===== config.mk =====
export PLATFORM = sky130hd
export DESIGN_NAME = retire_commit_unit
export DESIGN_NICKNAME = d
export VERILOG_FILES = /design/src/rtl/retire_commit_unit_pkg.sv /design/src/rtl/retire_commit_unit_fifo.sv /design/src/rtl/retire_commit_unit.sv
export SDC_FILE = /design/constraint.sdc
export NUM_CORES = 1
export LEC_CHECK = 0
export BUFFER_PORTS_ARGS = -buffer_cell sky130_fd_sc_hd__buf_2
export CAP_MARGIN = 20
export CELL_PAD_IN_SITES_DETAIL_PLACEMENT = 0
export CELL_PAD_IN_SITES_GLOBAL_PLACEMENT = 1
export CORE_MARGIN = 10
export CORE_UTILIZATION = 30
export DETAILED_ROUTE_END_ITERATION = 8
export HOLD_SLACK_MARGIN = 0.03
export PLACE_DENSITY = 0.7
export SETUP_SLACK_MARGIN = 0.02
export SYNTH_ARGS = -nofsm -noshare
export SYNTH_HDL_FRONTEND = slang
export SYNTH_SLANG_ARGS = --single-unit

===== constraint.sdc =====
create_clock -name clk -period 4.9 [get_ports clk]
set_input_delay 0.245 -clock clk [delete_from_list [all_inputs] [get_ports clk]]
set_output_delay 0.245 -clock clk [all_outputs]
set_load 0.005 [all_outputs]

===== src/rtl/retire_commit_unit_pkg.sv =====
// rtl/retire_commit_unit_pkg.sv - retire packet layout and shared constants
//
// Purpose: retire packet field layout, preg width default and PREG_ZERO.
// Packet layout, MSB first: {valid, rd, old_rd, data}.
// Ports: none (package).
package retire_commit_unit_pkg;

  localparam int RCU_PREG_W      = 6;
  localparam int RCU_DATA_W      = 32;
  localparam int RETIRE_DATA_LSB  = 0;
  localparam int RETIRE_OLDRD_LSB = RCU_DATA_W;
  localparam int RETIRE_RD_LSB    = RCU_DATA_W + RCU_PREG_W;
  localparam int RETIRE_VALID_BIT = RCU_DATA_W + 2 * RCU_PREG_W;
  localparam int RETIRE_WIDTH     = RETIRE_VALID_BIT + 1;

  // p0 is the architectural zero register and is never returned to the free list
  localparam logic [RCU_PREG_W-1:0] PREG_ZERO = '0;

  typedef struct packed {
    logic                  valid;
    logic [RCU_PREG_W-1:0] rd;
    logic [RCU_PREG_W-1:0] old_rd;
    logic [RCU_DATA_W-1:0] data;
  } retire_pkt_t;

  function automatic retire_pkt_t unpack_retire(input logic [RETIRE_WIDTH-1:0] raw);
    return retire_pkt_t'(raw);
  endfunction

endpackage


===== src/rtl/retire_commit_unit_fifo.sv =====
// rtl/retire_commit_unit_fifo.sv - 2-push/1-pop free-list return FIFO
//
// Module freelist_return_fifo.
// Purpose: buffers freed pregs; up to two pushes (slot 0 before slot 1) and
// one pop per cycle. A same-cycle pop frees a slot for a push. Pushes that do
// not fit are dropped (slot 1 first) and set a sticky overflow flag.
// Ports:
//   clk, rst                 clock, asynchronous active-low reset
//   push0_valid_i/data_i     older push request
//   push1_valid_i/data_i     younger push request
//   pop_i                    remove head (only asserted when count_o != 0)
//   head_o                   head entry
//   count_o                  current occupancy
//   free_space_o             free slots after this cycle's pushes/pop
//   ovf_o                    sticky overflow
module freelist_return_fifo #(
  parameter int DEPTH = 8,
  parameter int W     = 6
) (
  input  logic                     clk,
  input  logic                     rst,
  input  logic                     push0_valid_i,
  input  logic [W-1:0]             push0_data_i,
  input  logic                     push1_valid_i,
  input  logic [W-1:0]             push1_data_i,
  input  logic                     pop_i,
  output logic [W-1:0]             head_o,
  output logic [$clog2(DEPTH):0]   count_o,
  output logic [$clog2(DEPTH):0]   free_space_o,
  output logic                     ovf_o
);

  localparam int PW = $clog2(DEPTH);
  localparam int CW = PW + 1;

  logic [W-1:0]  mem_q [DEPTH];
  logic [PW-1:0] wptr_q, wptr_d, wptr_p1;
  logic [PW-1:0] rptr_q, rptr_d;
  logic [CW-1:0] count_q, count_d;
  logic [CW-1:0] space, n_push;
  logic          ovf_q, ovf_d;
  logic          acc0, acc1;
  logic [W-1:0]  first_data;

  always_comb begin
    space      = CW'(DEPTH) - count_q + CW'(pop_i);
    acc0       = push0_valid_i && (space != '0);
    // slot 1 needs a second free slot only when slot 0 is also pushing
    acc1       = push1_valid_i && (push0_valid_i ? (space >= CW'(2)) : (space != '0));
    first_data = acc0 ? push0_data_i : push1_data_i;
    n_push     = CW'(acc0) + CW'(acc1);
    ovf_d      = ovf_q | (push0_valid_i & ~acc0) | (push1_valid_i & ~acc1);
    count_d    = count_q + n_push - CW'(pop_i);
    wptr_p1    = wptr_q + PW'(1);
    wptr_d     = wptr_q + n_push[PW-1:0];
    rptr_d     = rptr_q + PW'(pop_i);
  end

  always_ff @(posedge clk or negedge rst) begin
    if (!rst) begin
      for (int i = 0; i < DEPTH; i++) mem_q[i] <= '0;
      wptr_q  <= '0;
      rptr_q  <= '0;
      count_q <= '0;
      ovf_q   <= 1'b0;
    end else begin
      if (acc0 || acc1) mem_q[wptr_q] <= first_data;
      if (acc0 && acc1) mem_q[wptr_p1] <= push1_data_i;
      wptr_q  <= wptr_d;
      rptr_q  <= rptr_d;
      count_q <= count_d;
      ovf_q   <= ovf_d;
    end
  end

  assign head_o       = mem_q[rptr_q];
  assign count_o      = count_q;
  assign free_space_o = CW'(DEPTH) - count_d;
  assign ovf_o        = ovf_q;

endmodule


===== src/rtl/retire_commit_unit.sv =====
// rtl/retire_commit_unit.sv - commits retired results and returns old pregs
//
// Purpose: registers committed-PRF writes for two retire packets, pushes each
// non-zero old_rd into the free-list return FIFO, and raises a registered
// stall when fewer than two FIFO slots remain.
// Config macro: COMMIT_COUNT_EN enables the retired-instruction counter;
// otherwise commit_count is tied to 0.
// Ports:
//   clk, rst                    clock, asynchronous active-low reset
//   retire0, retire1            older/younger retire packets
//   retire_stall                to ROB: retire nothing next cycle
//   prf_we*/waddr*/wdata*       committed-PRF write ports
//   free_valid/free_preg/free_ready  freed-preg stream to rename
//   ovf_err                     sticky return-FIFO overflow
//   commit_count                retired-instruction count
module retire_commit_unit
  import retire_commit_unit_pkg::*;
#(
  parameter int FREE_DEPTH = 8,
  parameter int PREG_W     = RCU_PREG_W
) (
  input  logic                    clk,
  input  logic                    rst,
  input  logic [RETIRE_WIDTH-1:0] retire0,
  input  logic [RETIRE_WIDTH-1:0] retire1,
  output logic                    retire_stall,
  output logic                    prf_we0,
  output logic                    prf_we1,
  output logic [PREG_W-1:0]       prf_waddr0,
  output logic [PREG_W-1:0]       prf_waddr1,
  output logic [31:0]             prf_wdata0,
  output logic [31:0]             prf_wdata1,
  output logic                    free_valid,
  output logic [PREG_W-1:0]       free_preg,
  input  logic                    free_ready,
  output logic                    ovf_err,
  output logic [31:0]             commit_count
);

  localparam int CW = $clog2(FREE_DEPTH) + 1;

  retire_pkt_t p0, p1;
  logic [CW-1:0] fifo_count, fifo_space;
  logic          push0, push1, pop;

  logic              we0_q, we1_q, stall_q;
  logic [PREG_W-1:0] waddr0_q, waddr1_q;
  logic [31:0]       wdata0_q, wdata1_q;

  assign p0    = unpack_retire(retire0);
  assign p1    = unpack_retire(retire1);
  assign push0 = p0.valid && (p0.old_rd != PREG_ZERO);
  assign push1 = p1.valid && (p1.old_rd != PREG_ZERO);
  assign pop   = free_valid && free_ready;

  freelist_return_fifo #(
    .DEPTH (FREE_DEPTH),
    .W     (PREG_W)
  ) u_fifo (
    .clk           (clk),
    .rst           (rst),
    .push0_valid_i (push0),
    .push0_data_i  (p0.old_rd),
    .push1_valid_i (push1),
    .push1_data_i  (p1.old_rd),
    .pop_i         (pop),
    .head_o        (free_preg),
    .count_o       (fifo_count),
    .free_space_o  (fifo_space),
    .ovf_o         (ovf_err)
  );

  always_ff @(posedge clk or negedge rst) begin
    if (!rst) begin
      we0_q    <= 1'b0;
      we1_q    <= 1'b0;
      waddr0_q <= '0;
      waddr1_q <= '0;
      wdata0_q <= '0;
      wdata1_q <= '0;
      stall_q  <= 1'b0;
    end else begin
      we0_q   <= p0.valid;
      we1_q   <= p1.valid;
      if (p0.valid) begin
        waddr0_q <= p0.rd;
        wdata0_q <= p0.data;
      end
      if (p1.valid) begin
        waddr1_q <= p1.rd;
        wdata1_q <= p1.data;
      end
      // stall once a further two-wide retire could not be absorbed
      stall_q <= (fifo_space < CW'(2));
    end
  end

  assign prf_we0      = we0_q;
  assign prf_we1      = we1_q;
  assign prf_waddr0   = waddr0_q;
  assign prf_waddr1   = waddr1_q;
  assign prf_wdata0   = wdata0_q;
  assign prf_wdata1   = wdata1_q;
  assign retire_stall = stall_q;
  assign free_valid   = (fifo_count != '0);

`ifdef COMMIT_COUNT_EN
  logic [31:0] commit_count_q;
  always_ff @(posedge clk or negedge rst) begin
    if (!rst) commit_count_q <= '0;
    else      commit_count_q <= commit_count_q + 32'(p0.valid) + 32'(p1.valid);
  end
  assign commit_count = commit_count_q;
`else
  assign commit_count = '0;
`endif

endmodule


==> key figures, run 1 <==
Detailed routing
  – DRT Wirelength: between 15000 and 20000 um
  – 1st-pass router iterations: 4
  – Per-cell routed wire length: between 15 and 20 um
  – ANT nets after route: 0
  – DR vias/cell: just under 5
  – Via Count: 4784
  – DRC Markers: 0
  – DRT iter0 DRCs: 322

Power and ir drop
  – Internal Power: between 3 and 4 mW
  – Clock power share: around a quarter
  – Sw Pwr: approximately 1.7 mW
  – Switching share of power: between 30% and 40%
  – Seq pwr share: roughly a third
  – VDD IR max: 0.223 mV
  – Power Density: a little under 600 nW/um^2
  – LEAKAGE: between 3 and 4 nW
  – Combinational share of power: between 30 and 40%

Final layout
  – Register area: around 3500 sq um
  – Share of cells above drive strength 1: 44.0%
  – Area of the multi-input gates: about 2800 sq um
  – Finished Layout Cells: roughly 990
  – Filler cells: ~2.2k
  – N_diodes: 0
  – Area grow syn2layout: 26.3%
  – Fin nets: 802

Placed design
  – PortBufs: between 150 and 200
  – Final GP Congestion: a little under 0.8
  – HPWL Detailed: 13000 um
  – Cells after DPL: around 940

Yosys
  – Mux cell area share after synthesis: between 10% and 20%
  – Predominant post-synthesis flop cell: dfrtp_1
  – Synth Warn #: 0
  – Register bit total from synthesis: ~140
  – Synth Area in Simple Gates: 2.75%
  – Post-Syn Instances: around 500
  – Synth Cell Area: about 6600 sq um
  – Synth area leaders: dfrtp_1, mux2_2, o32a_1
  – Yosys top cell by area: dfrtp_1
  – Post-synth EDFFs: 0
  – Largest family of logic cells by synthesized area: multiplexers
  – Post-Synth XOR/XNOR Area: about 1.3%
  – Async SR Flop Fraction: 100%
  – Netlist cell types: 33
  – Adder-cell share of the synthesized area: 3.58%
  – Compound-gate portion of the synthesized area: approximately 15%
  – Syn_area_per_cell: 13.2 sq um
  – Share of the synthesized area in the top cell type: around 52%
  – Sequential area share after synthesis: 52.0%

Clock network
  – Cts bufs inserted: 17
  – H-tree levels: 4
  – Clock tree root driver cell: clkbuf_16
  – CTS sink count: between 100 and 150
  – Clock buffer depth: 2
  – Reg clk slew, reported paths: around 0.07 ns
  – CTS tree: built
  – Post-CTS setup buffer count: 0
  – Worst-Skew Late Latency: roughly 0.42 ns

Timing
  – Final period utilization: between 80% and 90%
  – Setup repair after global routing missed its margin: no
  – Hold slack: 0.0455 ns
  – Pins Over Slew Limit: 0
  – Final setup fails: 0
  – Setup TNS: 0 ns
  – Fin. Hold Viols: 0
  – Clock skew: around 0.011 ns
  – Max frequency: 240 MHz
  – Min Tclk post-route: roughly 4.2 ns
  – Rel. slew slack: between 30% and 40%
  – Slew @ Worst Pin: 0.940 ns

Setup path
  – Reg-to-Reg Start: u_fifo.count_o[2]
  – Worst Path Required: roughly 5.2 ns
  – CP max FO: 57
  – Crit path capture type: flop
  – CP Launch Type: flop
  – CP Class: reg2reg
  – FF-to-FF setup slack: about 0.74 ns
  – Worst EP arrival: 4.47 ns
  – Worst Reg-to-Reg Cells: 16
  – RR Endpoint: u_fifo.mem_q[6]

Die
  – Starting density of the core: 30.4%
  – Chip width: ~170 um
  – Num ports: about 210
  – Cell Rows: between 50 and 60
  – Die H: around 170 um
  – Core footprint: roughly 22000 sq um
  – Die ar.: 28500 sq um

GRT
  – Number of global-route vias before repair: 5279
  – Initial antenna violation count: 0
  – Largest net degree at the start of global routing: between 90 and 100
  – Global-route wire length before repair: between 20000 and 30000 um
  – Grt ovf: 0
  – Gr usage total: between 10% and 20%

Outcome
  – Status: completed

Worst hold path
  – Hold endpoint: prf_waddr0[3]
  – Worst hold path type: in2reg
  – Hold Path Depth: 2
  – HP Start: retire0[41]

Job
  – Max-Cap Viols: 0
-- synthesized netlist by cell type, types with 2 or more instances --
cell type and instances:
a21o_1 6, a21oi_1 4, a31oi_1 6, buf_1 6
buf_2 4, buf_4 34, buf_6 3, clkbuf_1 16
dfrtp_1 138, fa_1 2, ha_1 15, inv_1 24
mux2_2 82, mux4_2 12, nand2_1 10, nand2b_1 2
nand3_1 5, nor2_1 9, nor2b_1 3, nor3_1 4
o21a_1 48, o21ai_0 5, o31a_1 2, o32a_1 49
or4_1 3, xnor2_1 3, xor2_1 4
-- repair_timing --
item	4_1_cts	5_1_grt
gates resized for setup	0	0
endpoints found under the hold margin	113	0
hold buffers	17	0
-- critical path: stages (launching register included) --
cell and delay (ns):
dfrtp_1 0.38, inv_1 0.13, ha_1 0.16, nand3_1 0.09, nand2_1 0.09, ha_1 0.17, inv_1 0.05, ha_1 0.30
or4_1 0.53, o211ai_4 0.11, buf_4 0.55, ha_1 0.27, nor2_1 0.13, nand3_1 0.29, o21ai_0 0.38, o32a_1 0.28
o21a_1 0.10
-- cell usage in the layout, fill, tap and decap left out, types with 9 or more instances in the layout --
| cell type | instances |
|---|---|
| o32a_1 | 49 |
| buf_2 | 178 |
| ha_1 | 15 |
| nand2_1 | 10 |
| o21a_1 | 48 |
| inv_1 | 24 |
| mux4_2 | 12 |
| mux2_2 | 82 |
| conb_1 | 32 |
| dlygate4sd3_1 | 17 |
| dfrtp_1 | 138 |
| clkbuf_16 | 17 |
| nor2_1 | 9 |
-- sequential cells by signal, indices dropped and copies added (netlist names) --
register        cells
u_fifo.mem_q       48
prf_wdata0         32
prf_wdata1         32
prf_waddr0          6
prf_waddr1          6
u_fifo.count_o      4
u_fifo.rptr_q       3
u_fifo.wptr_q       3
prf_we0             1
prf_we1             1
retire_stall        1
u_fifo.ovf_o        1
-- layout make-up --
type	count	area share (%)
flip-flops and latches	138	41.1
clock buffers	18	5.23
multi-input cells	311	33.8
well taps	280	4.17
clock inverters	14	1.48
inverters	24	1.07
repair buffers	200	13.1
-- power groups by stage --
stage	Clock [mW]	Combinational (mW)	Sequential (mW)
global route	1.33	2.13	1.76
finish	1.24	1.91	1.71
CTS	1.28	1.93	1.71
floorplan	0	1.46	1.62
detailed placement	0	1.91	1.73
global placement	0	1.88	1.73
-- layer usage --
metal  GRT usage [%]  part of all wire (%)  vias to the layer above
li1                -                     -                     2187
met1            15.3                    38                     2381
met2            20.7                    49                      199
met3            6.18                    11                       17
met4            4.20                   1.4                        0
met5               0                     0                        -
-- metrics by stage --
stage	instance area (sq um)	setup WS [ns]	utilization, %	power [mW]
2_1_floorplan	6760	0.987	-	3.08
3_3_place_gp	7660	0.830	35.1	3.60
3_5_place_dp	7660	0.766	35.1	3.63
4_1_cts	8390	0.739	38.5	4.93
5_1_grt	8390	0.420	38.5	5.21
6_report	8390	0.740	38.5	4.86
-- cell families (layout without fill, tap and decap cells) --
family	after synthesis	after routing
adders and majority gates	18	18
other	1	32
DFF	138	138
and+or+nand+nor	38	38
xor gates and xnor gates	8	8
AOI/OAI and AO/OA	121	121
buffers and inverters	87	256
muxes	94	94
-- worst max path at each step --
stage	end	slack (ns)	start	cells past startpoint
after CTS	u_fifo.mem_q[6]	0.74	u_fifo.count_o[2]	16
final	u_fifo.mem_q[6]	0.74	u_fifo.count_o[2]	16
after detailed placement	u_fifo.mem_q[6]	0.77	u_fifo.count_o[2]	16
after global routing	u_fifo.mem_q[6]	0.42	u_fifo.count_o[2]	16
after floorplan	retire_stall	0.99	u_fifo.count_o[2]	21
after global placement	retire_stall	0.83	u_fifo.count_o[2]	20
No activity file was read; power rests on OpenSTA's default activity.
==> run 2, diff against run 1 <==
==> constraint.sdc (replaced) <==
create_clock -name clk -period 3.85 [get_ports clk]
set_input_delay 0.1925 -clock clk [delete_from_list [all_inputs] [get_ports clk]]
set_output_delay 0.1925 -clock clk [all_outputs]
set_load 0.005 [all_outputs]
==> key figures, run 2 (synthesis results as in run 1) <==
Outcome
  – Status: completed

Placed design
  – PortBufs: between 150 and 200
  – HPWL Detailed: between 10000 and 15000 um
  – Pre-CTS setup slack: between 0.01 and 0.015 ns
  – Final GP Congestion: about 0.77
  – Dpl cell area: between 7000 and 8000 sq um
  – Cells after DPL: approximately 960

Timing
  – Slew @ Worst Pin: 0.804 ns
  – Setup repair after global routing missed its margin: yes
  – Rel. slew slack: 46.4%
  – Setup ws final: approximately 0.20 ns
  – Min Tclk post-route: between 3 and 4 ns
  – Pins Over Slew Limit: 0
  – Clock skew: ~0.012 ns
  – Fin. Hold Viols: 0
  – Max frequency: 274 MHz
  – Final setup fails: 0
  – Final period utilization: 94.7%

Final layout
  – Post-route cell area: around 9300 sq um
  – Fin nets: 890
  – Share of cells above drive strength 1: between 40% and 50%
  – Filler cells: 2065
  – Most common cell after layout, fill and taps aside: buf_2
  – N_diodes: 0
  – Max reg flops: 48
  – Most frequent cells in the layout: buf_2, dfrtp_1, mux2_2, dlygate4sd3_1, o32a_1
  – Area grow syn2layout: 40.3%
  – Biggest register: u_fifo.mem_q
  – Finished Layout Cells: 1073
  – Register area: between 3000 and 4000 sq um
  – Final core occ: 42.7%
  – Area of the multi-input gates: 2910 sq um

Setup path
  – Slowest Stage Delay on Critical Path: slightly above 0.5 ns
  – CP Cell Sequence: inv_2 -> ha_1 -> nand3_1 -> nand2_1 -> ha_2 -> inv_1 -> ha_4 -> nand2b_1 -> or4_4 -> o211ai_4 -> inv_1 -> ha_4 -> inv_2 -> ha_4 -> fa_1 -> ha_2 -> or3_1 -> a21oi_2
  – CP Launch Type: flop
  – Most frequent CP cell: ha_4
  – Crit path capture type: flop
  – CP max FO: 3
  – Worst EP arrival: around 4.0 ns
  – FF-to-FF setup slack: roughly 0.2 ns
  – CP max-delay cell: fa_1
  – CP Class: reg2reg
  – Worst Path Required: 4.19 ns

Job
  – Max-Cap Viols: 0

Die
  – Cell Rows: 54
  – Chip width: 169 um
  – Core footprint: approximately 22000 sq um
  – Num ports: around 210
  – Die ar.: 28500 sq um
  – Die H: about 170 um
  – Starting density of the core: between 30% and 40%

Detailed routing
  – Per-cell routed wire length: between 15 and 20 um
  – Via Count: between 5k and 6k
  – DRC Markers: 0
  – DRT Wirelength: ~19000 um
  – DR vias/cell: around 4.8
  – DRT iter0 DRCs: 340
  – 1st-pass router iterations: 5
  – ANT nets after route: 0

Power and ir drop
  – Switching share of power: between 30% and 40%
  – Clock power share: between 20% and 30%
  – Sw Pwr: ~2.2 mW
  – Power Density: ~700 nW/um^2
  – Seq pwr share: between 30% and 40%
  – LEAKAGE: just over 4 nW
  – VDD IR max: between 0.4 and 0.5 mV
  – Combinational share of power: between 40% and 50%
  – Internal Power: around 4.4 mW

Clock network
  – Clock tree root driver cell: clkbuf_16
  – CTS sink count: 138
  – CTS tree: built
  – Clock buffer depth: 2
  – H-tree levels: 4
  – Reg clk slew, reported paths: 0.06 ns
  – Worst-Skew Late Latency: 0.42 ns
  – Cts bufs inserted: 17

GRT
  – Gr usage total: a little over an eighth
  – Initial antenna violation count: 0
  – Largest net degree at the start of global routing: 70
  – Number of global-route vias before repair: roughly 5.5k
  – Global-route wire length before repair: between 30000 and 40000 um
  – Grt ovf: 0

Worst hold path
  – Worst hold path type: in2reg
==> run 2: final timing paths <==
path / from / endpoint / cells after the start
setup / recovery: u_fifo.count_o[2] / retire_stall / 18
hold / removal: free_ready / u_fifo.rptr_q[0] / 4
setup reg to reg: u_fifo.count_o[2] / retire_stall / 18
hold reg to reg: u_fifo.ovf_o / u_fifo.ovf_o / 1
max in group asynchronous: rst / prf_wdata0[22] / 3
min in group asynchronous: rst / prf_wdata1[19] / 2
==> run 2: layout make-up <==
type                            count  share of cell area [%]
Multi-Input combinational cell    311                    31.2
Sequential cell                   138                    37.0
Clock buffer                       18                    4.60
Tap cell                          280                    3.76
Inverter                           24                   0.966
Timing Repair Buffer              288                    20.5
Clock inverter                     14                    1.96
==> run 2: power groups by stage <==
| stage | logic, mW | clock network (mW) | registers [mW] |
|---|---|---|---|
| 6_report | 2.77 | 1.72 | 2.18 |
| 5_1_grt | 3.08 | 1.83 | 2.23 |
| 4_1_cts | 2.69 | 1.77 | 2.17 |
| 3_5_place_dp | 2.61 | 0 | 2.20 |
| 3_3_place_gp | 2.58 | 0 | 2.19 |
| 2_1_floorplan | 1.87 | 0 | 2.06 |
==> run 2: critical path: cells and delay by family (launching register included) <==
kind	cells	cell delay, ns
AOI/OAI and AO/OA	2	0.22
adders and majority gates	7	1.54
buffers and inverters	4	0.28
DFF	1	0.38
and+or+nand+nor	5	1.15
==> run 2: what timing repair did <==
item / 4_1_cts / 5_1_grt
resized for setup: 2 / 13
setup buffers: 0 / 1
hold endpoints to repair: 143 / 0
pin swaps: 0 / 3
hold buffers: 77 / 0
cloned: 0 / 0
endpoints found under the setup margin: 1 / 37
==> run 2: layer usage <==
layer / up-vias / GRT usage, % / share of wire (%)
met2: 162 / 22.8 / 51
met1: 2561 / 15.9 / 41
met3: 23 / 4.56 / 6.9
li1: 2373 / - / -
met5: - / 0 / 0
met4: 0 / 4.69 / 1.5
==> run 2: metrics by stage <==
stage	setup TNS (ns)	power (mW)	hold WS, ns
after floorplan	0	3.93	-0.103
after global placement	0	4.77	0.252
after detailed placement	0	4.80	0.253
after CTS	0	6.63	0.112
after global routing	-0.00647	7.14	0.148
final	0	6.66	0.136
==> run 3, diff against run 2 <==
--- a/config.mk
+++ b/config.mk
@@ -11,6 +11,7 @@
 export CELL_PAD_IN_SITES_GLOBAL_PLACEMENT = 1
 export CORE_MARGIN = 10
 export CORE_UTILIZATION = 30
+export CTS_BUF_LIST = sky130_fd_sc_hd__clkbuf_2 sky130_fd_sc_hd__clkbuf_4 sky130_fd_sc_hd__clkbuf_8
 export DETAILED_ROUTE_END_ITERATION = 8
 export HOLD_SLACK_MARGIN = 0.03
 export PLACE_DENSITY = 0.7
==> key figures, run 3 (synthesis results as in run 1) <==
Timing
  – Setup ws final: 0.180 ns
  – Slew @ Worst Pin: between 0.8 and 0.9 ns
  – Max frequency: about 270 MHz
  – Fin. Hold Viols: 0
  – Pins Over Slew Limit: 0
  – Hold slack: between 0.1 and 0.15 ns
  – Min Tclk post-route: ~3.7 ns
  – Final period utilization: 95.3%
  – Final setup fails: 0
  – Setup TNS: 0 ns
  – Setup repair after global routing missed its margin: yes
  – Clock skew: 0.0184 ns
  – Rel. slew slack: between 40% and 50%

Placed design
  – Final GP Congestion: ~0.77
  – PortBufs: roughly 180
  – Pre-CTS setup slack: between 0.01 and 0.015 ns
  – HPWL Detailed: 13100 um
  – Dpl cell area: approximately 8000 sq um

Detailed routing
  – DR vias/cell: between 4 and 5
  – 1st-pass router iterations: 4
  – ANT nets after route: 0
  – Via Count: just over 5k
  – DRT Wirelength: about 19000 um
  – DRC Markers: 0
  – DRT iter0 DRCs: 269
  – Per-cell routed wire length: about 18 um

GRT
  – Number of global-route vias before repair: around 5.5k
  – Global-route wire length before repair: slightly above 30000 um
  – Grt ovf: 0
  – Largest net degree at the start of global routing: 70
  – Gr usage total: a little over an eighth
  – Initial antenna violation count: 0

Outcome
  – Status: completed

Job
  – Max-Cap Viols: 0

Clock network
  – CTS sink count: 138
  – Clock buffer depth: 2
  – Clock tree root driver cell: clkbuf_8
  – Reg clk slew, reported paths: ~0.080 ns
  – H-tree levels: 4
  – Cts bufs inserted: 17
  – CTS tree: built
  – Worst-Skew Late Latency: about 0.44 ns

Die
  – Starting density of the core: approximately 30%
  – Cell Rows: 54
  – Num ports: approximately 210
  – Chip width: ~170 um
  – Core footprint: approximately 22000 sq um
  – Die H: about 170 um
  – Die ar.: ~29000 sq um

Setup path
  – RR Endpoint: retire_stall
  – Crit path launch: u_fifo.count_o[3]
  – Crit path capture type: flop
  – CP Launch Type: flop
  – CP Capture Point: retire_stall
  – CP Class: reg2reg
  – Worst Path Required: ~4.2 ns
  – Worst EP arrival: between 4 and 5 ns
  – FF-to-FF setup slack: approximately 0.18 ns
  – Worst Reg-to-Reg Cells: 18
  – Reg-to-Reg Start: u_fifo.count_o[3]
  – CP max FO: 3

Final layout
  – Fin nets: between 800 and 900
  – Most common cell after layout, fill and taps aside: buf_2
  – Post-route cell area: a little over 9000 sq um
  – Share of cells above drive strength 1: a little under half
  – Most frequent cells in the layout: buf_2, dfrtp_1, mux2_2, dlygate4sd3_1, o32a_1
  – N_diodes: 0
  – Biggest register: u_fifo.mem_q
  – Area grow syn2layout: 37.6%
  – Max reg flops: 48

Power and ir drop
  – Power Density: 682 nW/um^2
  – VDD IR max: 0.251 mV
  – LEAKAGE: about 4.1 nW

Worst hold path
  – Worst hold path type: in2reg
[run 3: cell counts in the layout (fill, tap and decap cells not counted)]
No cell type changed its count.
[run 3: worst min path at each step]
stage / start / endpoint / slack (ns) / cells after the start
floorplan: rst / prf_waddr0[0] / -0.10 / 0
global route: retire1[33] / u_fifo.mem_q[43] / 0.1 / 2
detailed placement: rst / prf_wdata1[5] / 0.25 / 1
finish: free_ready / u_fifo.rptr_q[0] / 0.11 / 4
CTS: free_ready / u_fifo.rptr_q[0] / 0.08 / 4
global placement: rst / prf_wdata1[16] / 0.25 / 1
[run 3: worst max-delay path, stage by stage (launching register included)]
cell	delay, ns
dfrtp_1	0.39
inv_2	0.07
ha_2	0.17
nand3_2	0.09
nand2_2	0.08
ha_2	0.17
inv_1	0.06
ha_4	0.16
nand2b_1	0.15
or4_4	0.44
o211ai_4	0.10
inv_2	0.07
ha_4	0.28
ha_4	0.13
inv_2	0.04
fa_1	0.51
ha_2	0.20
or3_1	0.38
a21oi_2	0.12
[run 3: area by class of cell]
type | instances | area, sq um
clock buffers | 18 | 241
clock inverters | 14 | 183
fillers | 2074 | 12700
inverters | 24 | 90.1
multi-input cells | 311 | 2920
flip-flops and latches | 138 | 3450
well taps | 280 | 350
repair buffers | 288 | 1910
[run 3: per-stage QoR]
stage                     util (%)  instances  total power, mW
final                         41.9       1073             6.23
after global routing          41.9       1073             6.72
after floorplan                  -        536             3.93
after global placement        36.1        963             4.77
after detailed placement      36.1        963             4.80
after CTS                     41.6       1072             6.24
[run 3: power breakdown]
| part | internal [mW] | switching, mW | leakage (nW) |
|---|---|---|---|
| registers | 1.86 | 0.313 | 1.58 |
| logic | 1.53 | 1.25 | 2.26 |
| clock network | 0.666 | 0.616 | 0.216 |
[run 3: metal layers]
metal	up-vias	wire, um	part of all wire (%)	GRT usage [%]
met2	187	9960	51	22.8
met1	2553	7720	40	15.7
met5	-	0	0	0
met3	11	1530	7.9	4.96
met4	0	238	1.2	3.86
li1	2366	-	-	-
[run 3: repair_timing]
action	4_1_cts	5_1_grt
pin swaps	1	6
endpoints found under the hold margin	143	0
endpoints found under the setup margin	1	38
gates resized for setup	6	14
setup buffers	0	1
hold buffers	77	0
cloned	0	0
